## config.mk

```make
export PLATFORM = sky130hd
export DESIGN_NAME = forward_hazard_unit
export DESIGN_NICKNAME = d
export VERILOG_FILES = /design/src/rtl/forward_hazard_unit_pkg.sv /design/src/rtl/forward_hazard_unit_operand_sel.sv /design/src/rtl/forward_hazard_unit.sv
export SDC_FILE = /design/constraint.sdc
export NUM_CORES = 1
export LEC_CHECK = 0
export ABC_CLOCK_PERIOD_IN_PS = 2700
export CORE_AREA = 2 2 245 247
export CTS_BUF_LIST = sky130_fd_sc_hd__clkbuf_16
export CTS_CLUSTER_DIAMETER = 30
export DETAILED_ROUTE_END_ITERATION = 16
export DIE_AREA = 0 0 247 249
export GPL_ROUTABILITY_DRIVEN = 0
export PLACE_DENSITY = 0.39
export SYNTH_ARGS = -nofsm -noshare
export SYNTH_HDL_FRONTEND = slang
export SYNTH_SLANG_ARGS = --single-unit
```

## constraint.sdc

```tcl
create_clock -name clk -period 2.7 [get_ports clk]
set_input_delay 0.54 -clock clk [delete_from_list [all_inputs] [get_ports clk]]
set_output_delay 0.54 -clock clk [all_outputs]
set_load 0.01 [all_outputs]
```

## src/rtl/forward_hazard_unit_pkg.sv

```systemverilog
// Shared pipeline types for the operand forwarding / hazard logic.
// No logic: types and constants only.
// No flow control.
package forward_hazard_unit_pkg;

  // Architectural register address width; register 0 reads as zero.
  localparam int REG_AW = 5;

  // Stage indices counted from issue.
  localparam int STG_EX  = 0;
  localparam int STG_MEM = 1;
  localparam int STG_WB  = 2;

  // One in-flight destination tag.
  typedef struct packed {
    logic              valid;
    logic [REG_AW-1:0] rd;
    logic              is_load;
  } fwd_tag_t;

endpackage

```

## src/rtl/forward_hazard_unit_operand_sel.sv

```systemverilog
// Picks the youngest in-flight producer of one source operand.
// Combinational, zero cycles.
// Flags a hazard when the winning producer is a load whose data is not ready yet.
module fwd_operand_sel
  import forward_hazard_unit_pkg::*;
#(
  parameter int XLEN     = 64,
  parameter int NSTAGE   = 3,
  parameter int LOAD_LAT = 1
) (
  input  logic                   use_op,
  input  logic [REG_AW-1:0]      addr,
  input  logic [XLEN-1:0]        id_val,
  input  fwd_tag_t [NSTAGE-1:0]  tags,
  input  logic [NSTAGE*XLEN-1:0] stage_res,
  output logic [XLEN-1:0]        fwd_val,
  output logic                   hazard
);

  logic found;

  // Scan from the youngest stage; the first matching valid tag wins.
  always_comb begin
    fwd_val = id_val;
    hazard  = 1'b0;
    found   = 1'b0;
    if (use_op && (addr != '0)) begin
      for (int k = 0; k < NSTAGE; k++) begin
        if (!found && tags[k].valid && (tags[k].rd == addr)) begin
          found = 1'b1;
          if (tags[k].is_load && (k < LOAD_LAT)) begin
            hazard = 1'b1;
          end else begin
            fwd_val = stage_res[k*XLEN +: XLEN];
          end
        end
      end
    end
  end

endmodule

```

## src/rtl/forward_hazard_unit.sv

```systemverilog
// Tracks in-flight destination tags and forwards operands from later stages into EX.
// Forwarding is combinational; tags advance one stage per cycle.
// Raises stall (hold IF/ID, bubble into EX) while a needed load result is not yet valid.
module forward_hazard_unit
  import forward_hazard_unit_pkg::*;
#(
  parameter int XLEN     = 64,
  parameter int NSTAGE   = 3,
  parameter int LOAD_LAT = STG_MEM,
  parameter int CNT_W    = 32
) (
  input  logic                   clk,
  input  logic                   rst,
  input  logic                   flush,
  input  logic                   id_valid,
  input  logic                   id_rd_we,
  input  logic [REG_AW-1:0]      id_rd,
  input  logic                   id_load,
  input  logic                   id_use_rs1,
  input  logic                   id_use_rs2,
  input  logic                   id_use_st,
  input  logic [REG_AW-1:0]      id_rs1,
  input  logic [REG_AW-1:0]      id_rs2,
  input  logic [REG_AW-1:0]      id_st_reg,
  input  logic [XLEN-1:0]        id_op1,
  input  logic [XLEN-1:0]        id_op2,
  input  logic [XLEN-1:0]        id_st_val,
  input  logic [NSTAGE*XLEN-1:0] stage_res,
  output logic [XLEN-1:0]        op1_fwd,
  output logic [XLEN-1:0]        op2_fwd,
  output logic [XLEN-1:0]        st_fwd,
  output logic                   stall,
  output logic [CNT_W-1:0]       stall_count
);

  // A load result must become visible inside the tracked window.
  if (NSTAGE < 1 || LOAD_LAT < 0 || LOAD_LAT >= NSTAGE) begin : g_bad_load_lat
    $fatal(1, "forward_hazard_unit: LOAD_LAT must be in [0, NSTAGE-1]");
  end

  fwd_tag_t [NSTAGE-1:0] tag_q, tag_d;
  logic [CNT_W-1:0]      stall_count_q, stall_count_d;

  logic [XLEN-1:0] sel1_val, sel2_val, selst_val;
  logic            haz1, haz2, hazst;

  fwd_operand_sel #(.XLEN(XLEN), .NSTAGE(NSTAGE), .LOAD_LAT(LOAD_LAT)) u_sel_rs1 (
    .use_op    (id_use_rs1),
    .addr      (id_rs1),
    .id_val    (id_op1),
    .tags      (tag_q),
    .stage_res (stage_res),
    .fwd_val   (sel1_val),
    .hazard    (haz1)
  );

  fwd_operand_sel #(.XLEN(XLEN), .NSTAGE(NSTAGE), .LOAD_LAT(LOAD_LAT)) u_sel_rs2 (
    .use_op    (id_use_rs2),
    .addr      (id_rs2),
    .id_val    (id_op2),
    .tags      (tag_q),
    .stage_res (stage_res),
    .fwd_val   (sel2_val),
    .hazard    (haz2)
  );

  fwd_operand_sel #(.XLEN(XLEN), .NSTAGE(NSTAGE), .LOAD_LAT(LOAD_LAT)) u_sel_st (
    .use_op    (id_use_st),
    .addr      (id_st_reg),
    .id_val    (id_st_val),
    .tags      (tag_q),
    .stage_res (stage_res),
    .fwd_val   (selst_val),
    .hazard    (hazst)
  );

  // While reset is held the tags may be stale, so pass ID values straight through.
  always_comb begin
    op1_fwd = rst ? id_op1    : sel1_val;
    op2_fwd = rst ? id_op2    : sel2_val;
    st_fwd  = rst ? id_st_val : selst_val;
    stall   = !rst && id_valid && !flush && (haz1 || haz2 || hazst);
  end

  // Next tag vector: insert the issuing instruction (or a bubble) and age the rest.
  always_comb begin
    tag_d = tag_q;
    tag_d[STG_EX].valid   = id_valid && id_rd_we && (id_rd != '0) && !stall && !flush;
    tag_d[STG_EX].rd      = id_rd;
    tag_d[STG_EX].is_load = id_load;
    for (int k = 1; k < NSTAGE; k++) begin
      tag_d[k] = tag_q[k-1];
    end
  end

  // Saturating stall-cycle counter.
  always_comb begin
    stall_count_d = stall_count_q;
    if (stall && (stall_count_q != '1)) begin
      stall_count_d = stall_count_q + 1'b1;
    end
  end

  // State registers.
  always_ff @(posedge clk) begin
    if (rst) begin
      tag_q         <= '0;
      stall_count_q <= '0;
    end else begin
      tag_q         <= tag_d;
      stall_count_q <= stall_count_d;
    end
  end

  assign stall_count = stall_count_q;

endmodule

```

==> impl_metrics.ini <==
[cts]
clk_pin_slew_ps = 70
cts_max_level = 2
numCtsBuffers = 5
max-clock-path-buffers = 2
clock_latency_ps = 300
root_buffer = clkbuf_16
postCtsHoldBufs = 0
cts_tree = yes
cts.sinks = 51

[floorplan]
die_area_um2 = 61500
io_pins = 638
core-area_um2 = 58700
rows = 89
die_w_um = 247
die_y_um = 249
initial_core_util_pct = 14.7

[synth]
synth_top_area_share_pct = 12.3
avgSynthCellArea_um2 = 6.79
synth_flop_cell = dfxtp_1
syn_area_um2 = 8640
syn_nets = 1687
synth_fa_ha_area_share_pct = 0.145
synth_most_common_cell = a21oi_1
ys_seq_elements = 51
yosys.area_share.simple_pct = 26.5
synthArstFlopShare_pct = 0
synth_edf_count = 0
ys_top_cells_by_area = a22o_1 12%, dfxtp_1 12%, a21oi_1 8.4%, o22ai_1 8.4%, a221o_1 6.7%
yosysUniqueCellTypes = 56
ys_seq_area_share_pct = 11.8
syn_inst = 1273
yosys-mux-area-fraction_pct = 0.521
synth_top_family_by_area = compound AO/OA/AOI/OAI gates
yosys.area_share.xor_xnor_pct = 4.56
synth-compound-area-share_pct = 49.2
ys_warn_count = 0
netlist_top_cells_count = 145 x a21oi_1, 132 x nor2_1, 121 x a22o_1
yosysTopAreaCell = a22o_1

[power]
p_clk_share_pct = 22.1
peakVddDrop_uv = 295
power_frac_seq_pct = 23.4
pwr_density_cell_nw_per_um2 = 152
total_power_uw = 3350
leakagePower_uw = 0.00843
p_switching_uw = 1110
netSwitchingFraction_pct = 33.1
p_int_uw = 2240
pwr-share-comb_pct = 54.5

[cells_and_area]
finalNetCount = 2551
design_area_um2 = 22000
syn2layout_area_growth_pct = 154
post-route-util_pct = 37.5
drive_gt1_share_pct = 42.8

[worst_hold_path]
min_path_type = flop to flop

[setup_path]
cpPeakStageDelay_ps = 290
arrival_ps = 2700
critPathTopFamily = buffers and inverters
worstSetupEndpointType = primary output
cp-start-kind = input pin
crit_buf_inv = 8
crit_chain = buf_6 > xor2_2 > nor4_2 > buf_4 > o211ai_1 > buf_4 > o21ai_4 > o21ai_4 > buf_12 > buf_16 > buf_12 > buf_8 > a22o_1 > buf_2
cp_max_fo = 6
worst-endpoint-required_ps = 2160
crit_slowest_cell = nor4_2
path_class = input pin to primary output

[global_routing]
gr-total-overflow = 0
track_usage_pct = 26.9
antenna_found_initial = 44
grt_pass1_vias = 15200
grt_pass1_wl_um = 119000
grt_max_degree = 43

[timing]
finalCriticalPeriod_ps = 3240
max_clock_freq_mhz = 309
period_share_pct = 120
finalClockSkew_ps = 5.72
finalMaxSlewViolations = 0
rsz0062_at_grt = true
tightestPinTransition_ps = 506
hold_violations = 0
fin_ws_ps = -540
max-slew-margin-rel_pct = 66.3
finalSetupViolCount = 193

[detailed_routing]
viasPerCell = 5.29
ant_nets = 0
drc = 0
routed_wl_um = 90100
num_vias = 15600
drt-initial-drc-count = 1123
firstDrtPassIters = 6
route.detailed.wl_per_inst_um = 30.7

[place]
dpl_cell_area_um2 = 17400
io_buffer_count = 637
hpwlAfterDp_um = 58200

[flow_run]
maxCapViolations = 0

[status]
violations = negative setup slack
status = complete, but fails checks
-- per-layer routing --
layer	up-vias	wire length, um	global-route usage (%)
met1	7691	36800	33.4
li1	6809	-	-
met2	843	42600	44.6
met4	26	3330	10.7
met3	187	7220	5.95
met5	-	190	0
-- path summary, 6_finish.rpt --
check | start | endpoint | slack [ps] | depth (start not counted)
worst min-delay path | stall_count[9] | stall_count[9] | 520 | 2
worst max-delay path | id_st_reg[3] | st_fwd[8] | -540 | 14
worst max register to register | tag_d[11] | stall_count[25] | 40 | 10
worst min register to register | stall_count[9] | stall_count[9] | 520 | 2
-- per-stage QoR --
step / cells / hold WS [ps] / TNS [ps] / worst slack [ps]
2_1_floorplan: 1273 / 457 / -115 / -5.76
3_3_place_gp: 2728 / 484 / -245480 / -1390
3_5_place_dp: 2728 / 499 / -248260 / -1460
4_1_cts: 2870 / 516 / -84990 / -554
5_1_grt: 2934 / 548 / -97530 / -597
6_report: 2940 / 516 / -81550 / -540
-- kinds of logic after synthesis --
family                     count (synthesis)
AOI/OAI and AO/OA                        577
and+or+nand+nor                          444
buffers and inverters                    151
DFF                                       51
xor gates and xnor gates                  45
muxes                                      4
adders and majority gates                  1
-- cells in the final DEF (no fill, tap or decap), types with 15 or more instances in the layout --
cell type | synthesis | final
clkdlybuf4s50_1 | 0 | 428
buf_4 | 2 | 174
buf_2 | 34 | 136
a22o_1 | 121 | 120
buf_6 | 2 | 113
a21oi_1 | 145 | 106
buf_12 | 0 | 78
o22ai_2 | 0 | 75
nor2_1 | 132 | 66
nand2_1 | 92 | 59
nand2b_1 | 59 | 59
a221o_1 | 58 | 58
nor2_4 | 0 | 47
a32o_1 | 58 | 40
dfxtp_1 | 51 | 40
o22ai_1 | 116 | 39
buf_16 | 0 | 38
a21oi_2 | 0 | 37
diode_2 | 0 | 29
nor2b_1 | 29 | 28
nand2_2 | 0 | 22
buf_8 | 0 | 21
xnor2_1 | 25 | 20
nor2_2 | 0 | 19
a32o_2 | 0 | 18
nand4_1 | 17 | 17
o21ai_0 | 24 | 16
nand3_1 | 29 | 16
clkbuf_16 | 0 | 16
or3_1 | 16 | 15
or4_1 | 19 | 15
-- tightest hold or removal path, stage by stage, from the launching register on --
cell	delay, ps
dfxtp_1	340
o31ai_1	70
a21oi_1	60
-- state kept, by name (all words and copies together), names as in the netlist --
name	count
tag_q	6
stall_count	32
tag_d	13
-- power by group through the flow --
stage          combinational (uW)  sequential (uW)  clock [uW]
6_report                     1830              783         741
5_1_grt                      1910              784         797
4_1_cts                      1730              784         763
3_5_place_dp                 1730              800           0
3_3_place_gp                 1730              800           0
2_1_floorplan                 469              791           0
-- area by class of cell --
| cell class | instances | area, um^2 |
|---|---|---|
| Antenna cell | 29 | 72.6 |
| Clock buffer | 5 | 125 |
| Clock inverter | 3 | 38.8 |
| Fill cell | 6000 | 36700 |
| Inverter | 2 | 7.51 |
| Multi-Input combinational cell | 1071 | 8870 |
| Sequential cell | 51 | 1050 |
| Tap cell | 773 | 967 |
| Timing Repair Buffer | 1006 | 10900 |
-- repair_timing --
item                                    4_1_cts  5_1_grt
cloned                                       40       11
pin swaps                                   123      205
endpoints found under the setup margin      225      204
gates resized for setup                    1192      326
setup buffers                                99       43
Power figures use the tool's default switching activity.
